<file path="src/rtl/nonlinear_pipe_if.sv">
// rtl/nonlinear_pipe_if.sv - block handshake bundle between a 3-Way round stage and nonlinear_pipe
interface nonlinear_pipe_if #(
  parameter int WORD_W = 32
);
  logic [3*WORD_W-1:0] iword;
  logic                imu;
  logic                ivalid;
  logic                iready;
  logic [3*WORD_W-1:0] oword;
  logic                ovalid;
  logic                oready;
  logic [15:0]         ocount;

  modport master (
    output iword, imu, ivalid, oready,
    input  iready, oword, ovalid, ocount
  );

  modport slave (
    input  iword, imu, ivalid, oready,
    output iready, oword, ovalid, ocount
  );
endinterface

</file>
<file path="src/rtl/nonlinear_pipe.sv">
// rtl/nonlinear_pipe.sv - 3-Way gamma step into a bubble-collapsing STAGES-deep pipeline
// Optional mu pre-permutation for the decryption path: define NONLINEAR_MU_EN.
module nonlinear_pipe #(
  parameter int WORD_W = 32,
  parameter int STAGES = 2
) (
  input  logic            clk,
  input  logic            rst_n,
  nonlinear_pipe_if.slave blk
);
  localparam int BW = 3 * WORD_W;

  logic [WORD_W-1:0] in_a0, in_a1, in_a2;
  logic [WORD_W-1:0] a0, a1, a2;
  logic [BW-1:0]     gamma_w;

  logic [BW-1:0]     data_q [STAGES];
  logic [BW-1:0]     data_d [STAGES];
  logic [STAGES-1:0] vld_q, vld_d;
  logic [STAGES-1:0] load;
  logic [15:0]       ocount_q, ocount_d;
  logic              out_xfer;

  assign in_a0 = blk.iword[WORD_W-1:0];
  assign in_a1 = blk.iword[2*WORD_W-1:WORD_W];
  assign in_a2 = blk.iword[3*WORD_W-1:2*WORD_W];

`ifdef NONLINEAR_MU_EN
  function automatic logic [WORD_W-1:0] bitrev(input logic [WORD_W-1:0] x);
    logic [WORD_W-1:0] r;
    for (int i = 0; i < WORD_W; i++) r[i] = x[WORD_W-1-i];
    return r;
  endfunction

  always_comb begin
    a0 = in_a0;
    a1 = in_a1;
    a2 = in_a2;
    if (blk.imu) begin
      a0 = bitrev(in_a2);
      a1 = bitrev(in_a1);
      a2 = bitrev(in_a0);
    end
  end
`else
  logic unused_imu;
  assign unused_imu = blk.imu;
  assign a0 = in_a0;
  assign a1 = in_a1;
  assign a2 = in_a2;
`endif

  assign gamma_w = {a2 ^ (a0 | ~a1), a1 ^ (a2 | ~a0), a0 ^ (a1 | ~a2)};

  // A stage can load when empty or when everything downstream of it moves this cycle.
  always_comb begin
    logic go;
    go = ~vld_q[STAGES-1] | blk.oready;
    load[STAGES-1] = go;
    for (int k = STAGES - 2; k >= 0; k--) begin
      go = ~vld_q[k] | go;
      load[k] = go;
    end
  end

  assign out_xfer = vld_q[STAGES-1] & blk.oready;

  always_comb begin
    vld_d     = vld_q;
    data_d[0] = data_q[0];
    if (load[0]) begin
      vld_d[0] = blk.ivalid;
      if (blk.ivalid) data_d[0] = gamma_w;
    end
    // Data only moves with a valid flag so an empty last stage keeps showing its last block.
    for (int k = 1; k < STAGES; k++) begin
      data_d[k] = data_q[k];
      if (load[k]) begin
        vld_d[k] = vld_q[k-1];
        if (vld_q[k-1]) data_d[k] = data_q[k-1];
      end
    end
  end

  assign ocount_d = ocount_q + {15'd0, out_xfer};

  always_ff @(posedge clk or negedge rst_n) begin
    if (!rst_n) begin
      vld_q    <= '0;
      ocount_q <= '0;
      for (int k = 0; k < STAGES; k++) data_q[k] <= '0;
    end else begin
      vld_q    <= vld_d;
      ocount_q <= ocount_d;
      for (int k = 0; k < STAGES; k++) data_q[k] <= data_d[k];
    end
  end

  assign blk.iready = load[0];
  assign blk.ovalid = vld_q[STAGES-1];
  assign blk.oword  = data_q[STAGES-1];
  assign blk.ocount = ocount_q;
endmodule
</file>
<file path="src/flat_wrapper.sv">
// flat-port wrapper written by rule: the top's interface ports become plain ports
module nonlinear_pipe_flat 
#(
  parameter int WORD_W = 32,
  parameter int STAGES = 2
)
  (clk, rst_n, blk_iword, blk_imu, blk_ivalid, blk_oready, blk_iready, blk_oword, blk_ovalid, blk_ocount);
  nonlinear_pipe_if #(.WORD_W(WORD_W)) blk_i ();
  input  logic clk;
  input  logic rst_n;
  input wire logic [$bits(blk_i.iword)-1:0] blk_iword;
  input wire logic [$bits(blk_i.imu)-1:0] blk_imu;
  input wire logic [$bits(blk_i.ivalid)-1:0] blk_ivalid;
  input wire logic [$bits(blk_i.oready)-1:0] blk_oready;
  output wire logic [$bits(blk_i.iready)-1:0] blk_iready;
  output wire logic [$bits(blk_i.oword)-1:0] blk_oword;
  output wire logic [$bits(blk_i.ovalid)-1:0] blk_ovalid;
  output wire logic [$bits(blk_i.ocount)-1:0] blk_ocount;
  assign blk_i.iword = blk_iword;
  assign blk_i.imu = blk_imu;
  assign blk_i.ivalid = blk_ivalid;
  assign blk_i.oready = blk_oready;
  assign blk_iready = blk_i.iready;
  assign blk_oword = blk_i.oword;
  assign blk_ovalid = blk_i.ovalid;
  assign blk_ocount = blk_i.ocount;
  nonlinear_pipe #(.WORD_W(WORD_W), .STAGES(STAGES)) u_core (.clk(clk), .rst_n(rst_n), .blk(blk_i));
endmodule
</file>
<file path="config.mk">
export PLATFORM = sky130hd
export DESIGN_NAME = nonlinear_pipe_flat
export DESIGN_NICKNAME = d
export VERILOG_FILES = /design/src/rtl/nonlinear_pipe_if.sv /design/src/rtl/nonlinear_pipe.sv /design/src/flat_wrapper.sv
export SDC_FILE = /design/constraint.sdc
export NUM_CORES = 1
export LEC_CHECK = 0
export BUFFER_PORTS_ARGS = -buffer_cell sky130_fd_sc_hd__buf_4
export CORE_UTILIZATION = 59
export CTS_CLUSTER_SIZE = 24
export DETAILED_ROUTE_END_ITERATION = 8
export HOLD_SLACK_MARGIN = 0.03
export PLACE_DENSITY = 0.85
export SYNTH_ARGS = -nofsm -noshare
export SYNTH_HDL_FRONTEND = slang
export SYNTH_SLANG_ARGS = --single-unit
</file>
<file path="constraint.sdc">
create_clock -name clk -period 2.4 [get_ports clk]
set_input_delay 0.12 -clock clk [delete_from_list [all_inputs] [get_ports clk]]
set_output_delay 0.12 -clock clk [all_outputs]
set_load 0.03 [all_outputs]
</file>
# Yosys cells after proc, flatten, opt, wreduce, memory -nomap -nowiden
# Cells that the tools add are included.
[totals] wordCells=22 reg_bits=210 in_bits=101
[op_classes] n_reduce_logical=2 bitwise=14 addsub=1
[op_table] op="NOT 32 bit" count=3
[op_table] op="bitwise OR 32 bit" count=3
[op_table] op="bitwise XOR 32 bit" count=3
[op_table] op="adder 16 x 1 -> 16 bit" count=1
[op_table] op="AND reduction 2 bit" count=2
[op_table] op="NOT 1 bit" count=2
[op_table] op="bitwise OR 1 bit" count=2
[op_table] op="AND 1 bit" count=1

# Longest topological paths before layout
# Gate-level depths: netlist (run 1).
[depth] ltp_word=4 ltp_mapped=6 ltp_nobuf=6

# Worst setup path before layout (run 1)
# OpenSTA, ideal clock, no wires.
[synth_path] path_type="reg2reg" startpoint="reg u_core.vld_q[1]" endpoint="reg u_core.data_q[151] (netlist bit)" required_ns=2.275 path_stages_with_launch=6 setup_slack_ns=0.672 setup_time_ns=0.125 t_arrival_ns=1.602 path_cell_list="dfrtp_1 > nand3b_2 > nand2_4 > buf_8 > buf_12 > mux2_4"
[synth_between] elab_chain_cells=4
[synth_rtl] element="from (decl)" line="nonlinear_pipe.sv:19" text="logic [STAGES-1:0] vld_q, vld_d;"
[synth_rtl] element="from (signal assigned)" line="nonlinear_pipe.sv:93" text="vld_q <= vld_d;"
[synth_rtl] element="NOT 1 bit" line="nonlinear_pipe.sv:58" text="go = ~vld_q[STAGES-1] | blk.oready;"
[synth_rtl] element="bitwise OR 1 bit" line="nonlinear_pipe.sv:58"
[synth_rtl] element="bitwise OR 1 bit" line="nonlinear_pipe.sv:61" text="go = ~vld_q[k] | go;"
[synth_rtl] element="named net blk_iready" line="flat_wrapper.sv:15" text="output wire logic [$bits(blk_i.iready)-1:0] blk_iready;"
[synth_rtl] element="AND reduction 2 bit (no line)"
[synth_rtl] element="to (decl)" line="nonlinear_pipe.sv:17" text="logic [BW-1:0] data_q [STAGES];"
# The timed path passes the listed nets, and every way through them passes these cells.
# A chain may end at the register's enable or synchronous reset.

# Worst setup path after layout (run 1)
[layout_path] startpoint="reg u_core.vld_q[1]" endpoint="reg u_core.ocount_q[12], in the netlist u_core.blk.ocount[12]"
[layout_between] elab_chain_cells=2
[layout_rtl] element="AND 1 bit" line="nonlinear_pipe.sv:66" text="assign out_xfer = vld_q[STAGES-1] & blk.oready;"
[layout_rtl] element="adder 16 x 1 -> 16 bit" line="nonlinear_pipe.sv:85" text="assign ocount_d = ocount_q + {15'd0, out_xfer};"
[layout_rtl] element="named net u_core.ocount_d[12]" line="nonlinear_pipe.sv:21" text="logic [15:0] ocount_q, ocount_d;"
[layout_rtl] element="to (signal assigned)" line="nonlinear_pipe.sv:94" text="ocount_q <= ocount_d;"
[layout_rtl] element="to (decl)" line="nonlinear_pipe.sv:21"
# The timed path passes the listed nets, and every way through them passes these cells.

==> impl_metrics.yaml, run 1 <==
worst_hold_path:
  hp-class: "input port to async pin"
timing:
  final_max_slew_viol_count: 0
  finalSetupTns_ns: 0
  slew_headroom_pct: 58.9
  rsz0062_at_grt: "false"
  period_share_pct: 74.7
  worst_slew_pin_slew_ns: 0.616
  timing.final.hold_violations: 0
  setup_viol: 0
  finalWorstSetupSlack_ns: 0.607
  max_freq_ghz: 0.558
  hold_ws_ns: 0.216
  fin_skew_ns: 0.00774
  fin_crit_ns: 1.79
worst_setup_path:
  path_common_cell: "ha_1"
  arrival_ns: 2.21
  critical_path.max_fanout: 5
  endpoint_kind: "register"
  critPathMaxStageDelay_ns: 0.40
  worst_setup_path_start_kind: "register"
  worst-path-buf-inv: 0
  crit_path_top_delay_cell: "dfrtp_1"
  cp.required_ns: 2.82
  cp_top_family: "simple AND/OR/NAND/NOR gates"
  cp_cell_sequence: "and2_1, ha_1, ha_1, nand4_1, nor3_1, xor2_1"
  path_class: "register to register"
synth:
  yosysMostFrequentCell: "dfrtp_1"
  syn_area_per_cell_um2: 13.5
  synthCells: 762
  ys_top_cells_by_area: "dfrtp_1, mux2_2, xnor2_1"
  seq_area_frac_synth_pct: 51.0
  synth_top_cells_by_count: "dfrtp_1, mux2_2, buf_4, xnor2_1, nor2b_1"
  ys_ff_latch: 210
  syn_nets: 866
  synth_edf_count: 0
  ys_types: 25
  syn_area_mm2: 0.0103
  synth.top_cell.area_share_pct: 51.0
  yosysTopAreaCell: "dfrtp_1"
  ys.flop_type: "dfrtp_1"
  synth_warnings: 0
  postSynth.asyncResetShare_pct: 100
clock_tree:
  cts_buffers: 23
  post_cts_buffers: 0
  ctsHtreeMaxLevel: 1
  cts_root_buf: "clkbuf_16"
  max-clock-path-buffers: 3
  numClockSinks: 210
  clk_pin_slew_ns: 0.06
  clock_latency_ns: 0.50
  cts_tree: "built"
detailed_routing:
  wl_um: 21900
  via_per_inst: 5.11
  dr.pass1.iters: 4
  ant_nets: 0
  route.vias.total: 6286
  wl_per_cell_um: 17.8
  drc: 0
  first_iter_violations: 180
power_and_ir_drop:
  p_per_area_mw_per_mm2: 967
  cellLeakagePower_nw: 5.91
  ir_worst_vdd_uv: 1000
floorplan:
  fp.coreArea_mm2: 0.0168
  die_area_mm2: 0.0180
  die_w_um: 134
  ioPinCount: 215
  die_y_um: 134
  initial_core_util_pct: 61.3
  row_count: 47
place:
  post-place-ws_ns: 0.671
  place.gp.congestion: 0.757
  port_buffers: 213
  place_hpwl_um: 12500
global_routing:
  gr-total-overflow: 0
  grt_pass1_vias: 7008
  grt_use_total_pct: 25.4
  grt_max_degree: 75
  antenna_found_initial: 0
  grt_first_pass_wirelength_um: 35900
finish:
  final_layout_size_suffix_gt1_share_pct: 44.2
  antenna_cells: 0
  final_nets: 1098
  area_growth_pct: 28.3
run:
  max_cap_viol_count: 0
outcome:
  status: "completed"
kinds of logic (layout without fill, tap and decap cells):
logic type,after synthesis,after routing,synth area share (%)
fa+ha+maj,3,3,0.364
simple gates,128,128,7.68
buf+inv,119,366,9.19
xor+xnor,110,110,9.35
flops,210,210,51.0
mux,192,192,22.4
stage by stage:
| stage | total power [W] | util [%] | cell area, um^2 | std cells |
|---|---|---|---|---|
| 3_5_place_dp | 0.00885 | 67.9 | 11400 | 1089 |
| 6_report | 0.0128 | 78.6 | 13200 | 1229 |
| 4_1_cts | 0.0128 | 78.6 | 13200 | 1229 |
| 5_1_grt | 0.0133 | 78.6 | 13200 | 1229 |
| 2_1_floorplan | 0.00808 | - | 10300 | 762 |
| 3_3_place_gp | 0.00873 | 67.9 | 11400 | 1089 |
placed cells by master, fill, tap and decap left out, types with 3 or more instances in the layout:
cell type      instances
clkbuf_1               6
mux2_4                40
nor3_1                 3
nor2b_1               96
ha_1                   3
nor4_1                 4
mux2_2               144
dfrtp_1              210
bufinv_16              5
xnor2_1              100
xor2_1                10
mux2_1                 8
nand4_1                3
clkbuf_8               5
buf_12                 6
nand2_1                4
clkbuf_16             23
nand3_1                6
nand2b_1               3
nor2_1                 4
buf_4                217
dlygate4sd3_1        100
final timing paths:
path / start / end / slack (ns) / cells after the start
max: u_core.vld_q[1]$_DFFE_PN0P_ / u_core.blk.ocount[12]$_DFF_PN0_ / 0.61 / 6
min: rst_n / u_core.blk.ocount[12]$_DFF_PN0_ / 0.22 / 2
max reg2reg: u_core.vld_q[1]$_DFFE_PN0P_ / u_core.blk.ocount[12]$_DFF_PN0_ / 0.61 / 6
min reg2reg: u_core.blk.ocount[15]$_DFF_PN0_ / u_core.blk.ocount[15]$_DFF_PN0_ / 0.47 / 1
max in group asynchronous: rst_n / u_core.blk.oword[51]$_DFFE_PN0P_ / 1.45 / 3
min in group clk: u_core.blk.ocount[15]$_DFF_PN0_ / u_core.blk.ocount[15]$_DFF_PN0_ / 0.47 / 1
cell type report:
| class | count | area (um^2) |
|---|---|---|
| clock buffers | 33 | 653 |
| inverters | 2 | 7.51 |
| clock inverters | 7 | 160 |
| flip-flops and latches | 210 | 5260 |
| fillers | 934 | 3590 |
| multi-input cells | 433 | 4110 |
| well taps | 220 | 275 |
| repair buffers | 324 | 2760 |
worst reg2reg max path: cells and delay by family, from the launching register on:
family	cells	cell delay, ns
flops	1	0.40
fa+ha+maj	2	0.45
simple gates	3	0.70
xor+xnor	1	0.17
registers in the layout, summed over array words and instances, names as in the netlist:
register and flops:
u_core.blk.ocount 16, u_core.blk.oword 96, u_core.data_q 96, u_core.vld_q 2
report_power, final:
part | internal (W) | switching (W)
Combinational | 0.00188 | 0.00213
Clock | 0.00242 | 0.00137
Sequential | 0.00443 | 0.000571
metal layers:
| layer | track usage (%) | vias to the layer above | routed length [um] |
|---|---|---|---|
| li1 | - | 2895 | - |
| met5 | 0 | - | 0 |
| met2 | 46.0 | 186 | 11200 |
| met3 | 6.54 | 50 | 1440 |
| met4 | 6.49 | 0 | 537 |
| met1 | 29.8 | 3155 | 8670 |
repair_timing:
action | 4_1_cts | 5_1_grt
hold buffers | 100 | 0
hold endpoints to repair | 167 | 0
gates resized for setup | 0 | 0
Note: power is estimated with default switching activity, not from simulation.
==> run 2, diff against run 1 <==
--- a/config.mk
+++ b/config.mk
@@ -6,11 +6,11 @@
 export NUM_CORES = 1
 export LEC_CHECK = 0
 export BUFFER_PORTS_ARGS = -buffer_cell sky130_fd_sc_hd__buf_4
-export CORE_UTILIZATION = 59
+export CORE_UTILIZATION = 55
 export CTS_CLUSTER_SIZE = 24
 export DETAILED_ROUTE_END_ITERATION = 8
 export HOLD_SLACK_MARGIN = 0.03
-export PLACE_DENSITY = 0.85
+export PLACE_DENSITY = 0.8
 export SYNTH_ARGS = -nofsm -noshare
 export SYNTH_HDL_FRONTEND = slang
 export SYNTH_SLANG_ARGS = --single-unit
==> constraint.sdc (replaced) <==
create_clock -name clk -period 1.8 [get_ports clk]
set_input_delay 0.09 -clock clk [delete_from_list [all_inputs] [get_ports clk]]
set_output_delay 0.09 -clock clk [all_outputs]
set_load 0.03 [all_outputs]
==> run 2 against run 1 <==
Net effect: the flow now finishes with violations (DRC); clock skew about the same; critical endpoint is now u_core.blk.ocount[14]$_DFF_PN0_; setup slack worse by 0.45 ns; design area up 3.4%; combinational power grew 37%; total power up 31%.
==> impl_metrics.yaml, run 2 (synthesis gave the netlist of run 1 again) <==
outcome:
  status: "finished with violations"
  violations: "DRC"
global_routing:
  grt_max_degree: 57
  antenna_found_initial: 1
  grt_pass1_vias: 7236
  gr-total-overflow: 0
  grt_first_pass_wirelength_um: 36200
  grt_use_total_pct: 23.0
worst_setup_path:
  arrival_ns: 2.05
  critPathMaxStageDelay_ns: 0.40
  worst_setup_path_start_kind: "register"
  path_common_cell: "ha_1"
  rrSetupSlack_ns: 0.16
  critical_path.max_fanout: 4
  endpoint_kind: "register"
  cp_cell_sequence: "and2_1, ha_1, ha_1, nand4_1, nor4_1, xor2_1"
  cp.required_ns: 2.21
  crit_path_top_delay_cell: "dfrtp_1"
  worst-path-buf-inv: 0
  r2r-start: "u_core.vld_q[1]$_DFFE_PN0P_"
  r2r_cells: 6
  cp_top_family: "simple AND/OR/NAND/NOR gates"
  path_class: "register to register"
  timing.rr.end: "u_core.blk.ocount[14]$_DFF_PN0_"
timing:
  fin_crit_ns: 1.64
  fin_skew_ns: 0.00755
  period_share_pct: 91.0
  max_freq_ghz: 0.610
  setup_viol: 0
  worst_slew_pin_slew_ns: 0.527
  rsz0062_at_grt: "false"
  slew_headroom_pct: 64.9
  timing.final.hold_violations: 0
  finalSetupTns_ns: 0
  final_max_slew_viol_count: 0
finish:
  final_layout_size_suffix_gt1_share_pct: 42.8
  final_nets: 1148
  mostFrequentLayoutCells: "buf_4, dfrtp_1, mux2_2, dlygate4sd3_1, xnor2_1"
  register_area_mm2: 0.00526
  multi_input_area_mm2: 0.00411
  mostFrequentLayoutCell: "buf_4"
  final_cell_count_no_fill: 1289
  nFillCells: 1079
  area_growth_pct: 32.7
detailed_routing:
  ant_nets: 0
  via_per_inst: 5.01
  first_iter_violations: 208
  wl_per_cell_um: 16.5
  route.vias.total: 6456
  dr.pass1.iters: 7
  wl_um: 21300
  drc: 16
floorplan:
  fp.coreArea_mm2: 0.0181
  die_area_mm2: 0.0193
  die_y_um: 139
  initial_core_util_pct: 56.8
  die_w_um: 139
  ioPinCount: 215
  row_count: 49
clock_tree:
  max-clock-path-buffers: 3
  cts_resized: 0
  ctsHoldBuffers: 143
  numClockSinks: 210
  cts_buffers: 23
  cts_root_buf: "clkbuf_16"
  ctsHtreeMaxLevel: 1
  post_cts_buffers: 0
  clock_latency_ns: 0.49
  clk_pin_slew_ns: 0.06
  cts_tree: "built"
power_and_ir_drop:
  p_clk_share_pct: 27.9
  ir_worst_vdd_uv: 739
  p_sw_share_pct: 32.1
  power_switching_w: 0.00539
  p_per_area_mw_per_mm2: 1230
  cellLeakagePower_nw: 6.10
  p_comb_share_pct: 32.6
  intPower_w: 0.0114
  share_seq_of_total_power_pct: 39.5
worst_hold_path:
  hp-class: "input port to async pin"
place:
  place.gp.congestion: 0.776
  place_hpwl_um: 12300
  port_buffers: 213
  dp_cells: 1105
run:
  max_cap_viol_count: 0
run 2: cell type report:
| class | count | area share [%] |
|---|---|---|
| Inverter | 2 | 0.0549 |
| Clock inverter | 9 | 0.878 |
| Sequential cell | 210 | 38.4 |
| Antenna cell | 1 | 0.0183 |
| Clock buffer | 31 | 4.57 |
| Multi-Input combinational cell | 433 | 30.1 |
| Tap cell | 229 | 2.09 |
| Timing Repair Buffer | 374 | 23.9 |
run 2: worst reg2reg max path: stages, from the launching register on:
cell and delay [ns]:
dfrtp_1 0.40, and2_1 0.19, ha_1 0.17, ha_1 0.17, nand4_1 0.17, nor4_1 0.29
xor2_1 0.17
run 2: how the worst max path moves through the flow:
stage / from / to / slack (ns) / depth (start not counted)
5_1_grt: u_core.vld_q[1]$_DFFE_PN0P_ / u_core.blk.ocount[14]$_DFF_PN0_ / 0.01 / 6
4_1_cts: u_core.vld_q[1]$_DFFE_PN0P_ / u_core.blk.ocount[14]$_DFF_PN0_ / 0.17 / 6
6_report: u_core.vld_q[1]$_DFFE_PN0P_ / u_core.blk.ocount[14]$_DFF_PN0_ / 0.16 / 6
3_5_place_dp: u_core.vld_q[1]$_DFFE_PN0P_ / u_core.blk.ocount[14]$_DFF_PN0_ / 0.19 / 6
3_3_place_gp: u_core.vld_q[1]$_DFFE_PN0P_ / u_core.blk.ocount[14]$_DFF_PN0_ / 0.23 / 6
2_1_floorplan: u_core.vld_q[1]$_DFFE_PN0P_ / u_core.data_q[151]$_DFFE_PN0P_ / 0.07 / 5
run 2: layer usage:
metal | routed length (um) | vias to the layer above | GRT usage [%]
met5 | 0 | - | 0
met4 | 444 | 0 | 6.49
met2 | 11000 | 167 | 41.1
li1 | - | 3003 | -
met3 | 1200 | 34 | 4.73
met1 | 8580 | 3252 | 28.1
run 2: power groups by stage:
stage	logic, W	clock network (W)	registers, W
global route	0.00578	0.00499	0.00679
detailed placement	0.00514	0	0.00667
global placement	0.00504	0	0.00663
finish	0.00548	0.00469	0.00664
floorplan	0.00420	0	0.00657
CTS	0.00547	0.00476	0.00660
run 2: stage by stage:
stage                     utilization [%]  setup WS (ns)  power [W]  area (um^2)  hold slack [ns]
after CTS                            75.4          0.171     0.0168        13700            0.166
final                                75.4          0.162     0.0168        13700            0.160
after floorplan                         -         0.0724     0.0108        10300           -0.206
after detailed placement             63.4          0.192     0.0118        11500            0.115
after global routing                 75.4         0.0105     0.0176        13700            0.205
after global placement               63.4          0.226     0.0117        11500            0.108
==> run 3, diff against run 2 <==
--- a/config.mk
+++ b/config.mk
@@ -6,11 +6,10 @@
 export NUM_CORES = 1
 export LEC_CHECK = 0
 export BUFFER_PORTS_ARGS = -buffer_cell sky130_fd_sc_hd__buf_4
-export CORE_UTILIZATION = 55
+export CORE_UTILIZATION = 28
 export CTS_CLUSTER_SIZE = 24
 export DETAILED_ROUTE_END_ITERATION = 8
 export HOLD_SLACK_MARGIN = 0.03
-export PLACE_DENSITY = 0.8
 export SYNTH_ARGS = -nofsm -noshare
 export SYNTH_HDL_FRONTEND = slang
 export SYNTH_SLANG_ARGS = --single-unit
==> run 3 against run 2 <==
Net effect: the flow now finishes without violations; core utilization down 36 points; clock skew is 0.0044 ns higher; hold slack lost 0.078 ns; highest routed layer unchanged.
==> impl_metrics.yaml, run 3 (synthesis gave the netlist of run 1 again) <==
power_and_ir_drop:
  cellLeakagePower_nw: 6.13
  ir_worst_vdd_uv: 844
  p_per_area_mw_per_mm2: 1210
finish:
  final_layout_size_suffix_gt1_share_pct: 42.6
  mostFrequentLayoutCell: "buf_4"
  area_growth_pct: 36.2
  final_nets: 1153
  mostFrequentLayoutCells: "buf_4, dfrtp_1, dlygate4sd3_1, mux2_2, xnor2_1"
  antenna_cells: 0
  nFillCells: 3445
worst_setup_path:
  critical_path.max_fanout: 4
  worst_setup_path_start_kind: "register"
  crit_path_top_delay_cell: "dfrtp_1"
  cp.required_ns: 2.25
  arrival_ns: 2.06
  cp_cell_sequence: "and2_1, ha_1, ha_1, nand4_1, nor4_1, xor2_1"
  critPathMaxStageDelay_ns: 0.39
  path_class: "register to register"
  endpoint_kind: "register"
  path_common_cell: "ha_1"
detailed_routing:
  drc: 0
  ant_nets: 0
  dr.pass1.iters: 4
  first_iter_violations: 135
  wl_per_cell_um: 14.2
  route.vias.total: 6288
  wl_um: 21700
  via_per_inst: 4.12
clock_tree:
  ctsHtreeMaxLevel: 1
  cts_buffers: 25
  cts_root_buf: "clkbuf_16"
  post_cts_buffers: 0
  cts_tree: "built"
  max-clock-path-buffers: 3
  clock_latency_ns: 0.52
  numClockSinks: 210
  clk_pin_slew_ns: 0.06
place:
  port_buffers: 213
  place.gp.congestion: 0.722
  place_hpwl_um: 13900
run:
  max_cap_viol_count: 0
timing:
  final_max_slew_viol_count: 0
  setup_viol: 0
  period_share_pct: 89.4
  hold_ws_ns: 0.0827
  timing.final.hold_violations: 0
  slew_headroom_pct: 68.7
  finalSetupTns_ns: 0
  fin_skew_ns: 0.0120
  fin_crit_ns: 1.61
  worst_slew_pin_slew_ns: 0.469
  max_freq_ghz: 0.622
  rsz0062_at_grt: "false"
floorplan:
  fp.coreArea_mm2: 0.0359
  die_w_um: 194
  die_area_mm2: 0.0376
  die_y_um: 194
  ioPinCount: 215
  initial_core_util_pct: 28.7
  row_count: 69
global_routing:
  gr-total-overflow: 0
  grt_pass1_vias: 6676
  grt_max_degree: 61
  grt_first_pass_wirelength_um: 35400
  antenna_found_initial: 0
  grt_use_total_pct: 11.6
outcome:
  status: "completed"
worst_hold_path:
  hp-class: "input port to async pin"
run 3: cell type report:
class	count	area (um^2)	area share, %
flip-flops and latches	210	5260	37.4
multi-input cells	433	4130	29.4
repair buffers	377	3280	23.4
clock buffers	40	752	5.36
well taps	461	577	4.11
clock inverters	3	40.0	0.285
inverters	2	7.51	0.0535
run 3: path summary, 6_finish.rpt:
kind                       depth (start not counted)  slack, ns                          endpoint                            from
min                                                2       0.08    u_core.blk.ocount[6]$_DFF_PN0_                           rst_n
max reg2reg                                        6       0.19   u_core.blk.ocount[14]$_DFF_PN0_     u_core.vld_q[1]$_DFFE_PN0P_
min in group clk                                   1       0.48  u_core.blk.oword[52]$_DFFE_PN0P_  u_core.data_q[148]$_DFFE_PN0P_
max in group asynchronous                          3       0.97  u_core.blk.oword[29]$_DFFE_PN0P_                           rst_n
max                                                6       0.19   u_core.blk.ocount[14]$_DFF_PN0_     u_core.vld_q[1]$_DFFE_PN0P_
min reg2reg                                        1       0.48  u_core.blk.oword[52]$_DFFE_PN0P_  u_core.data_q[148]$_DFFE_PN0P_
run 3: worst max-delay path, delay by kind of cell, from the launching register on:
family | cells | cell delay, ns
and+or+nand+nor | 3 | 0.63
DFF | 1 | 0.39
adders and majority gates | 2 | 0.35
xor gates and xnor gates | 1 | 0.17
run 3: what timing repair did:
action,in CTS,in global routing
endpoints found under the hold margin,309,0
hold buffers,147,0
resized for setup,0,1
setup endpoints to repair,0,1
run 3: through the flow:
stage | power [W] | area (um^2) | utilization (%) | std cells | worst slack (ns)
CTS | 0.0173 | 14000 | 39.1 | 1526 | 0.133
finish | 0.0170 | 14000 | 39.1 | 1526 | 0.191
global route | 0.0179 | 14000 | 39.1 | 1526 | 0.0377
detailed placement | 0.0119 | 11800 | 32.8 | 1336 | 0.150
global placement | 0.0118 | 11800 | 32.8 | 1336 | 0.155
floorplan | 0.0108 | 10300 | - | 762 | 0.0724
run 3: power by group:
group | internal [W] | switching [W]
sequential | 0.00591 | 0.000699
clock | 0.00297 | 0.00193
combinational | 0.00265 | 0.00281
run 3: routing by layer:
| layer | GRT usage, % | wire length, um | vias up |
|---|---|---|---|
| met1 | 14.4 | 9550 | 3105 |
| met2 | 19.5 | 10300 | 137 |
| met3 | 3.37 | 1320 | 32 |
| met4 | 3.03 | 506 | 0 |
| li1 | - | - | 3014 |
| met5 | 0 | 0 | - |
